### src/rtl/mem_port_arbiter_pkg.sv
// rtl/mem_port_arbiter_pkg.sv - shared types and constants for the memory port arbiter
package mem_port_arbiter_pkg;

    // Arbiter FSM encoding: idle, instruction fetch owns the port, load/store owns the port
    typedef enum logic [1:0] {
        ARB_IDLE = 2'd0,
        ARB_IF   = 2'd1,
        ARB_LS   = 2'd2
    } arb_state_e;

    localparam int          REG_W           = 32;
    localparam logic [31:0] ZERO_WORD       = 32'h0000_0000;
    localparam logic [3:0]  WE_DISABLE      = 4'b0000;
    localparam int          TIMEOUT_DEFAULT = 16;

    // Counter width needed to count 0..timeout-1
    function automatic int wd_width(input int timeout);
        return (timeout < 2) ? 1 : $clog2(timeout);
    endfunction

endpackage

### src/rtl/mem_port_arbiter_if.sv
// rtl/mem_port_arbiter_if.sv - fetch/load-store/memory signal bundle for the arbiter
// Ports: IF request/response, LS request/response, SRAM request/response, stall_o, err_o.
// slave modport is the arbiter's view; master modport is the environment's view.
interface mem_port_arbiter_if;
    import mem_port_arbiter_pkg::*;

    logic             if_req_i;
    logic [REG_W-1:0] if_addr_i;
    logic [REG_W-1:0] if_rdata_o;
    logic             if_valid_o;
    logic             ls_req_i;
    logic             ls_we_i;
    logic [3:0]       ls_sel_i;
    logic [REG_W-1:0] ls_addr_i;
    logic [REG_W-1:0] ls_wdata_i;
    logic [REG_W-1:0] ls_rdata_o;
    logic             ls_valid_o;
    logic             mem_en_o;
    logic [3:0]       mem_we_o;
    logic [REG_W-1:0] mem_addr_o;
    logic [REG_W-1:0] mem_wdata_o;
    logic [REG_W-1:0] mem_rdata_i;
    logic             mem_ready_i;
    logic             stall_o;
    logic             err_o;

    modport slave (
        input  if_req_i, if_addr_i, ls_req_i, ls_we_i, ls_sel_i, ls_addr_i, ls_wdata_i,
               mem_rdata_i, mem_ready_i,
        output if_rdata_o, if_valid_o, ls_rdata_o, ls_valid_o,
               mem_en_o, mem_we_o, mem_addr_o, mem_wdata_o, stall_o, err_o
    );

    modport master (
        output if_req_i, if_addr_i, ls_req_i, ls_we_i, ls_sel_i, ls_addr_i, ls_wdata_i,
               mem_rdata_i, mem_ready_i,
        input  if_rdata_o, if_valid_o, ls_rdata_o, ls_valid_o,
               mem_en_o, mem_we_o, mem_addr_o, mem_wdata_o, stall_o, err_o
    );
endinterface

### src/rtl/mem_port_arbiter_watchdog.sv
// rtl/mem_port_arbiter_watchdog.sv - busy-cycle watchdog counter for the memory port arbiter
// Ports: clk, rst (async high), clr_i (restart count), en_i (busy cycle without ready),
//        expire_o (this enabled cycle is the TIMEOUT-th without ready).
module mem_watchdog
    import mem_port_arbiter_pkg::*;
#(
    parameter int TIMEOUT = TIMEOUT_DEFAULT
) (
    input  logic clk,
    input  logic rst,
    input  logic clr_i,
    input  logic en_i,
    output logic expire_o
);
    localparam int CW = wd_width(TIMEOUT);

    logic [CW-1:0] cnt_q;
    logic [CW-1:0] cnt_d;

    always_ff @(posedge clk or posedge rst) begin
        if (rst) cnt_q <= '0;
        else     cnt_q <= cnt_d;
    end

    // Clear wins: an expiry always coincides with re-arbitration, which clears.
    always_comb begin
        cnt_d = cnt_q;
        if (clr_i)     cnt_d = '0;
        else if (en_i) cnt_d = cnt_q + CW'(1);
    end

    assign expire_o = en_i && (cnt_q == CW'(TIMEOUT - 1));
endmodule

### src/rtl/mem_port_arbiter.sv
// rtl/mem_port_arbiter.sv - shares one SRAM port between instruction fetch and load/store
// Ports: clk, rst (async high), bus (mem_port_arbiter_if.slave: IF req/addr/rdata/valid,
//        LS req/we/sel/addr/wdata/rdata/valid, mem en/we/addr/wdata/rdata/ready, stall_o, err_o).
module mem_port_arbiter
    import mem_port_arbiter_pkg::*;
#(
    parameter int TIMEOUT = TIMEOUT_DEFAULT
) (
    input  logic                  clk,
    input  logic                  rst,
    mem_port_arbiter_if.slave     bus
);
    arb_state_e       state_q, state_d;
    logic             mem_en_q, mem_en_d;
    logic [3:0]       mem_we_q, mem_we_d;
    logic [REG_W-1:0] mem_addr_q, mem_addr_d;
    logic [REG_W-1:0] mem_wdata_q, mem_wdata_d;
    logic             store_q, store_d;
    logic [REG_W-1:0] if_rdata_q, if_rdata_d;
    logic [REG_W-1:0] ls_rdata_q, ls_rdata_d;
    logic             if_valid_q, if_valid_d;
    logic             ls_valid_q, ls_valid_d;
    logic             err_q, err_d;

    logic busy, ready, expire, done, arb;
    logic if_cand, ls_cand, grant_ls, grant_if;

    assign busy  = (state_q != ARB_IDLE);
    assign ready = busy & bus.mem_ready_i;
    assign done  = ready | expire;
    assign arb   = ~busy | done;

    // A requester is skipped while its completion is in flight (done this cycle) or
    // being reported (valid pulse), so a req not yet dropped is never granted twice.
    // Skipping the finishing LS is also what hands the port to a waiting IF.
    assign ls_cand  = bus.ls_req_i & ~ls_valid_q & ~(done & (state_q == ARB_LS));
    assign if_cand  = bus.if_req_i & ~if_valid_q & ~(done & (state_q == ARB_IF));
    assign grant_ls = arb & ls_cand;
    assign grant_if = arb & ~ls_cand & if_cand;

    mem_watchdog #(.TIMEOUT(TIMEOUT)) u_watchdog (
        .clk      (clk),
        .rst      (rst),
        .clr_i    (arb),
        .en_i     (busy & ~bus.mem_ready_i),
        .expire_o (expire)
    );

    always_ff @(posedge clk or posedge rst) begin
        if (rst) begin
            state_q     <= ARB_IDLE;
            mem_en_q    <= 1'b0;
            mem_we_q    <= WE_DISABLE;
            mem_addr_q  <= ZERO_WORD;
            mem_wdata_q <= ZERO_WORD;
            store_q     <= 1'b0;
            if_rdata_q  <= ZERO_WORD;
            ls_rdata_q  <= ZERO_WORD;
            if_valid_q  <= 1'b0;
            ls_valid_q  <= 1'b0;
            err_q       <= 1'b0;
        end else begin
            state_q     <= state_d;
            mem_en_q    <= mem_en_d;
            mem_we_q    <= mem_we_d;
            mem_addr_q  <= mem_addr_d;
            mem_wdata_q <= mem_wdata_d;
            store_q     <= store_d;
            if_rdata_q  <= if_rdata_d;
            ls_rdata_q  <= ls_rdata_d;
            if_valid_q  <= if_valid_d;
            ls_valid_q  <= ls_valid_d;
            err_q       <= err_d;
        end
    end

    always_comb begin
        state_d     = state_q;
        mem_en_d    = mem_en_q;
        mem_we_d    = mem_we_q;
        mem_addr_d  = mem_addr_q;
        mem_wdata_d = mem_wdata_q;
        store_d     = store_q;
        if_rdata_d  = if_rdata_q;
        ls_rdata_d  = ls_rdata_q;
        if_valid_d  = 1'b0;
        ls_valid_d  = 1'b0;
        err_d       = err_q;

        // Completion (real or watchdog): report to the owner; a timeout returns zero data.
        if (done) begin
            if (state_q == ARB_IF) begin
                if_valid_d = 1'b1;
                if_rdata_d = ready ? bus.mem_rdata_i : ZERO_WORD;
            end else begin
                ls_valid_d = 1'b1;
                if (!store_q) ls_rdata_d = ready ? bus.mem_rdata_i : ZERO_WORD;
            end
            if (expire) err_d = 1'b1;
        end

        if (arb) begin
            if (grant_ls) begin
                state_d     = ARB_LS;
                mem_en_d    = 1'b1;
                mem_we_d    = bus.ls_we_i ? bus.ls_sel_i : WE_DISABLE;
                mem_addr_d  = bus.ls_addr_i;
                mem_wdata_d = bus.ls_wdata_i;
                store_d     = bus.ls_we_i;
            end else if (grant_if) begin
                state_d     = ARB_IF;
                mem_en_d    = 1'b1;
                mem_we_d    = WE_DISABLE;
                mem_addr_d  = bus.if_addr_i;
                mem_wdata_d = ZERO_WORD;
                store_d     = 1'b0;
            end else begin
                state_d  = ARB_IDLE;
                mem_en_d = 1'b0;
            end
        end
    end

    assign bus.mem_en_o    = mem_en_q;
    assign bus.mem_we_o    = mem_we_q;
    assign bus.mem_addr_o  = mem_addr_q;
    assign bus.mem_wdata_o = mem_wdata_q;
    assign bus.if_rdata_o  = if_rdata_q;
    assign bus.ls_rdata_o  = ls_rdata_q;
    assign bus.if_valid_o  = if_valid_q;
    assign bus.ls_valid_o  = ls_valid_q;
    assign bus.err_o       = err_q;
    assign bus.stall_o     = (bus.if_req_i & ~if_valid_q) | (bus.ls_req_i & ~ls_valid_q);
endmodule
### src/flat_wrapper.sv
// flat-port wrapper written by rule: the top's interface ports become plain ports
module mem_port_arbiter_flat import mem_port_arbiter_pkg::*;
#(
    parameter int TIMEOUT = TIMEOUT_DEFAULT
)
  (clk, rst, bus_if_req_i, bus_if_addr_i, bus_ls_req_i, bus_ls_we_i, bus_ls_sel_i, bus_ls_addr_i, bus_ls_wdata_i, bus_mem_rdata_i, bus_mem_ready_i, bus_if_rdata_o, bus_if_valid_o, bus_ls_rdata_o, bus_ls_valid_o, bus_mem_en_o, bus_mem_we_o, bus_mem_addr_o, bus_mem_wdata_o, bus_stall_o, bus_err_o);
  mem_port_arbiter_if bus_i ();
  input  logic clk;
  input  logic rst;
  input wire logic [$bits(bus_i.if_req_i)-1:0] bus_if_req_i;
  input wire logic [$bits(bus_i.if_addr_i)-1:0] bus_if_addr_i;
  input wire logic [$bits(bus_i.ls_req_i)-1:0] bus_ls_req_i;
  input wire logic [$bits(bus_i.ls_we_i)-1:0] bus_ls_we_i;
  input wire logic [$bits(bus_i.ls_sel_i)-1:0] bus_ls_sel_i;
  input wire logic [$bits(bus_i.ls_addr_i)-1:0] bus_ls_addr_i;
  input wire logic [$bits(bus_i.ls_wdata_i)-1:0] bus_ls_wdata_i;
  input wire logic [$bits(bus_i.mem_rdata_i)-1:0] bus_mem_rdata_i;
  input wire logic [$bits(bus_i.mem_ready_i)-1:0] bus_mem_ready_i;
  output wire logic [$bits(bus_i.if_rdata_o)-1:0] bus_if_rdata_o;
  output wire logic [$bits(bus_i.if_valid_o)-1:0] bus_if_valid_o;
  output wire logic [$bits(bus_i.ls_rdata_o)-1:0] bus_ls_rdata_o;
  output wire logic [$bits(bus_i.ls_valid_o)-1:0] bus_ls_valid_o;
  output wire logic [$bits(bus_i.mem_en_o)-1:0] bus_mem_en_o;
  output wire logic [$bits(bus_i.mem_we_o)-1:0] bus_mem_we_o;
  output wire logic [$bits(bus_i.mem_addr_o)-1:0] bus_mem_addr_o;
  output wire logic [$bits(bus_i.mem_wdata_o)-1:0] bus_mem_wdata_o;
  output wire logic [$bits(bus_i.stall_o)-1:0] bus_stall_o;
  output wire logic [$bits(bus_i.err_o)-1:0] bus_err_o;
  assign bus_i.if_req_i = bus_if_req_i;
  assign bus_i.if_addr_i = bus_if_addr_i;
  assign bus_i.ls_req_i = bus_ls_req_i;
  assign bus_i.ls_we_i = bus_ls_we_i;
  assign bus_i.ls_sel_i = bus_ls_sel_i;
  assign bus_i.ls_addr_i = bus_ls_addr_i;
  assign bus_i.ls_wdata_i = bus_ls_wdata_i;
  assign bus_i.mem_rdata_i = bus_mem_rdata_i;
  assign bus_i.mem_ready_i = bus_mem_ready_i;
  assign bus_if_rdata_o = bus_i.if_rdata_o;
  assign bus_if_valid_o = bus_i.if_valid_o;
  assign bus_ls_rdata_o = bus_i.ls_rdata_o;
  assign bus_ls_valid_o = bus_i.ls_valid_o;
  assign bus_mem_en_o = bus_i.mem_en_o;
  assign bus_mem_we_o = bus_i.mem_we_o;
  assign bus_mem_addr_o = bus_i.mem_addr_o;
  assign bus_mem_wdata_o = bus_i.mem_wdata_o;
  assign bus_stall_o = bus_i.stall_o;
  assign bus_err_o = bus_i.err_o;
  mem_port_arbiter #(.TIMEOUT(TIMEOUT)) u_core (.clk(clk), .rst(rst), .bus(bus_i));
endmodule
### config.mk
export PLATFORM = sky130hd
export DESIGN_NAME = mem_port_arbiter_flat
export DESIGN_NICKNAME = d
export VERILOG_FILES = /design/src/rtl/mem_port_arbiter_pkg.sv /design/src/rtl/mem_port_arbiter_if.sv /design/src/rtl/mem_port_arbiter_watchdog.sv /design/src/rtl/mem_port_arbiter.sv /design/src/flat_wrapper.sv
export SDC_FILE = /design/constraint.sdc
export NUM_CORES = 1
export LEC_CHECK = 0
export BUFFER_PORTS_ARGS = -buffer_cell sky130_fd_sc_hd__buf_4
export CORE_ASPECT_RATIO = 1.5
export CORE_UTILIZATION = 45
export DETAILED_ROUTE_END_ITERATION = 6
export PLACE_DENSITY = 0.81
export SYNTH_ARGS = -nofsm -noshare
export SYNTH_HDL_FRONTEND = slang
export SYNTH_SLANG_ARGS = --single-unit
### constraint.sdc
create_clock -name clk -period 6.7 [get_ports clk]
set_input_delay 1.34 -clock clk [delete_from_list [all_inputs] [get_ports clk]]
set_output_delay 1.34 -clock clk [all_outputs]
set_load 0.05 [all_outputs]
# --- Word-level counts from Yosys, hierarchy flattened ---
# Cells that the tools add are included.
totals:
  register_bits: 143
  out_inout_bits: 137
  in_bits: 138
  wordCells: 67
classes:
  n_eq_ne: 3
  addsub: 1
  mux: 20
  n_reduce_logical: 8
  bitwise: 23
op_table:
  columns: ["op", "n"]
  rows:
  - ["32-bit 2-to-1 mux", 5]
  - ["4-bit 2-to-1 mux", 5]
  - ["1-bit bitwise AND", 11]
  - ["1-bit 2-to-1 mux", 9]
  - ["1-bit NOT", 9]
  - ["2-bit AND reduction", 3]
  - ["2-bit nonzero test", 3]
  - ["4-bit by 1-bit adder with 4-bit output, second input constant", 1]
  - ["4-bit equality test, second input constant", 1]
  - ["1-bit OR", 3]
  - ["3-bit AND reduction", 1]
  - ["2-bit by 1-bit equality test with 1-bit output, second input constant", 1]
  - ["2-bit equality test, second input constant", 1]
  - ["2-bit 2-to-1 mux", 1]
  - ["1-bit logical AND", 1]

# --- Depth between registers and ports, before layout ---
depth:
  depth_word: 12
  ltp_mapped: 7
  mapped_depth_nobuf: 5

# --- Cells and area by module ---
# From an unflattened synthesis, not the netlist that was laid out.
unflattened:
  hier_cells: 602
  area_unflattened_um2: 6548.8
by_module_without_submodules:
  columns: ["mod", "seq_area_each_um2", "cells_each", "instances", "area_each_um2"]
  rows:
  - ["mem_port_arbiter", 3478.3, 583, 1, 6317.3]
  - ["mem_watchdog", 100.1, 19, 1, 231.5]

# --- Least setup slack after synthesis ---
# OpenSTA, ideal clock, no wires.
synth_timing:
  kind: "input-to-output"
  startpoint: "input bus_ls_req_i"
  endpoint: "output bus_stall_o"
  stages: 2
  path_buffers: 0
  required_ns: 5.360
  t_arrival_ns: 1.839
  slack_ns: 3.521
  cell_sequence: "nand2b_1 > nand2_1"
synth_via:
  elab_chain_cells: 2
synth_lines:
  columns: ["item", "line_no", "rtl"]
  rows:
  - ["start, declared", "flat_wrapper.sv:12", "input wire logic [$bits(bus_i.ls_req_i)-1:0] bus_ls_req_i;"]
  - ["1-bit bitwise AND", "mem_port_arbiter.sv:133", "assign bus.stall_o = (bus.if_req_i & ~if_valid_q) | (bus.ls_req_i & ~ls_valid_q);"]
  - ["1-bit OR", "mem_port_arbiter.sv:133", null]
  - ["end, declared", "flat_wrapper.sv:27", "output wire logic [$bits(bus_i.stall_o)-1:0] bus_stall_o;"]
# Every way passes these cells.

# --- Worst setup path in the final report ---
# Same ends and word-level chain as after synthesis.

==> reports/results.ini <==
[clock_tree]
clk_latency_ns = 0.40
cts_root_buffer = clkbuf_16
cts_sinks = 143
cts_buffers = 17
cts_setup_buffers = 0
cts_hold_buf = 0
cts_tree = yes
clockBufferDepth = 2
cts_max_level = 4
post_cts_resized = 0
clk_pin_slew_ns = 0.06

[routing]
drt-initial-drc-count = 198
dr.pass1.iters = 4
vias = 4724
viasPerCell = 5.41
routed_wl_mm = 15.9
ant_nets = 0
drc_errors = 0
avgRoutedWirePerCell_um = 18.1

[sta]
fmax_ghz = 0.300
fin_crit_sh = 0.497
setup_violations = 0
maxSlewHeadroom = 0.183
layout_setup_ws_ns = 3.37
slew_viol_final = 0
period_needed_ns = 3.33
rsz0062_at_grt = false
tns_ns = 0
hold_viol = 0
finalClockSkew_ns = 0.00895
worst_pin_slew_ns = 1.22

[cells_and_area]
syn2layout_area_growth_pct = 51.9
fillCellCount = 846
n_antenna_cell = 0
instances_no_fill = 874
layout_common_cells = 281 x buf_4, 143 x dfrtp_1, 97 x a22o_1
post-route-util = 0.709
layout_commonest_cell = buf_4
design_area_um2 = 8260
final_layout_size_suffix_gt1_frac = 0.441
nets = 851

[synthesis]
avgSynthCellArea_um2 = 12.2
synth_seq_cells = 143
synthFlopType = dfrtp_1
synth_seq_area_share = 0.658
syn_area_um2 = 5440
yosysWarningCount = 0
synth_edf_count = 0
syn-instance-count = 447
synth-async-reset-ratio = 1.00
synth_nets = 586
ys_types = 28

[worst_setup_path]
critPathLaunchType = input port
critPathKind = in -> out
endpoint_kind = primary output
crit_path_max_incr_delay_ns = 0.22
cp.required_ns = 5.36
critical-path-slowest-cell = nand2b_1
critPathBufInv = 2
crit_family = simple AND/OR/NAND/NOR gates
cp.arrival_ns = 1.99
path_max_fanout = 5
cpMostUsedCell = buf_4
cp_cell_sequence = buf_4, nand2b_1, nand2_1, buf_4

[hold_path]
worstHoldPathType = reg -> reg

[place]
hpwlAfterDp_mm = 11.4
pre_cts_slack_ns = 3.38
dpl-instance-area_um2 = 7600
dp.cells = 843
gp_congestion = 0.839
io_buffers = 274

[flow_run]
maxCapViolCount = 0

[grt]
grt_overflow = 0
grt_pass1_vias = 4853
antenna_found_initial = 0
grt_max_degree = 73
groute.usage.overall = 0.254
grt_pass1_wl_mm = 24.4

[die]
die_h_um = 137
die-area_um2 = 12500
coreArea_um2 = 11700
die_w_um = 91.8
start_util = 0.467
ios = 275
rows = 48

[run_status]
status = finished, final reports clean

[power]
ir_drop_mv = 0.375
power_density_nw_per_um2 = 667
p_leak_nw = 4.24

kinds of logic after synthesis:
group | Yosys count | share of synthesized area
AOI/OAI and AO/OA | 178 | 0.243
xor gates and xnor gates | 2 | 0.00322
and+or+nand+nor | 83 | 0.0616
DFF | 143 | 0.658
buffers and inverters | 40 | 0.0317
adders and majority gates | 1 | 0.00230
through the flow:
step / hold WS, ns / total power (W)
final: 0.481 / 0.00551
after global routing: 0.505 / 0.00574
after CTS: 0.479 / 0.00554
after detailed placement: 0.459 / 0.00449
after global placement: 0.449 / 0.00443
after floorplan: 0.433 / 0.00354
Yosys cell counts, drive strengths merged, types with 2 or more instances:
cell type / n / area share
a32o: 4 / 0.0074
buf: 13 / 0.013
nand2b: 2 / 0.0023
inv: 5 / 0.0035
nor3b: 2 / 0.0028
a21oi: 65 / 0.060
a211oi: 2 / 0.0060
clkbuf: 22 / 0.015
dfrtp: 143 / 0.66
nand2: 34 / 0.023
nor2: 40 / 0.028
a22o: 97 / 0.16
o21ai: 4 / 0.0037
a211o: 2 / 0.0032
nor2b: 2 / 0.0023
final cells by class:
| type | instances | area [µm²] | share of cell area |
|---|---|---|---|
| clock buffer | 19 | 453 | 0.0548 |
| clock inverter | 12 | 206 | 0.0250 |
| inverter | 5 | 23.8 | 0.00288 |
| multi-input combinational | 264 | 1700 | 0.206 |
| sequential | 143 | 3580 | 0.433 |
| tap | 150 | 188 | 0.0227 |
| timing repair buffer | 281 | 2110 | 0.255 |
per-layer routing:
layer,vias to the layer above,GRT usage,part of all wire
li1,2149,-,-
met5,-,0,0
met2,249,0.449,0.51
met3,28,0.0894,0.096
met1,2298,0.278,0.37
met4,0,0.0998,0.024
worst reg2reg max path, delay by kind of cell (launching register included):
family	cells	cell delay, ns
AOI/OAI and AO/OA	3	0.88
adders and majority gates	1	0.28
buffers and inverters	2	0.65
DFF	1	0.41
and+or+nand+nor	1	0.14
path summary, 6_finish.rpt:
| kind | from | end | slack, ns | cells past startpoint |
|---|---|---|---|---|
| setup reg to reg | u_core.u_watchdog.cnt_q[0] | u_core.bus.mem_en_o | 4.18 | 7 |
| setup / recovery | bus_ls_req_i | bus_stall_o | 3.37 | 4 |
| hold reg to reg | u_core.bus.err_o | u_core.bus.err_o | 0.48 | 1 |
| max in group asynchronous | rst | u_core.bus.mem_addr_o[18] | 4.35 | 3 |
| hold / removal | u_core.bus.err_o | u_core.bus.err_o | 0.48 | 1 |
| min in group asynchronous | rst | u_core.bus.if_rdata_o[12] | 1.01 | 2 |
state kept, by name (all words and copies together), names as in the netlist:
register and count:
u_core.bus.if_valid_o 1, u_core.bus.mem_we_o 4, u_core.bus.mem_addr_o 32, u_core.bus.ls_valid_o 1
u_core.u_watchdog.cnt_q 4, u_core.bus.if_rdata_o 32, u_core.bus.ls_rdata_o 32, u_core.bus.mem_en_o 1
u_core.store_q 1, u_core.state_q 2, u_core.bus.err_o 1, u_core.bus.mem_wdata_o 32
power by group:
part	switching (W)	internal [W]	leakage [nW]
clock network	0.000352	0.000682	0.320
registers	0.000261	0.00127	1.78
logic	0.00204	0.000910	2.14
Note: power is estimated with default switching activity, not from simulation.
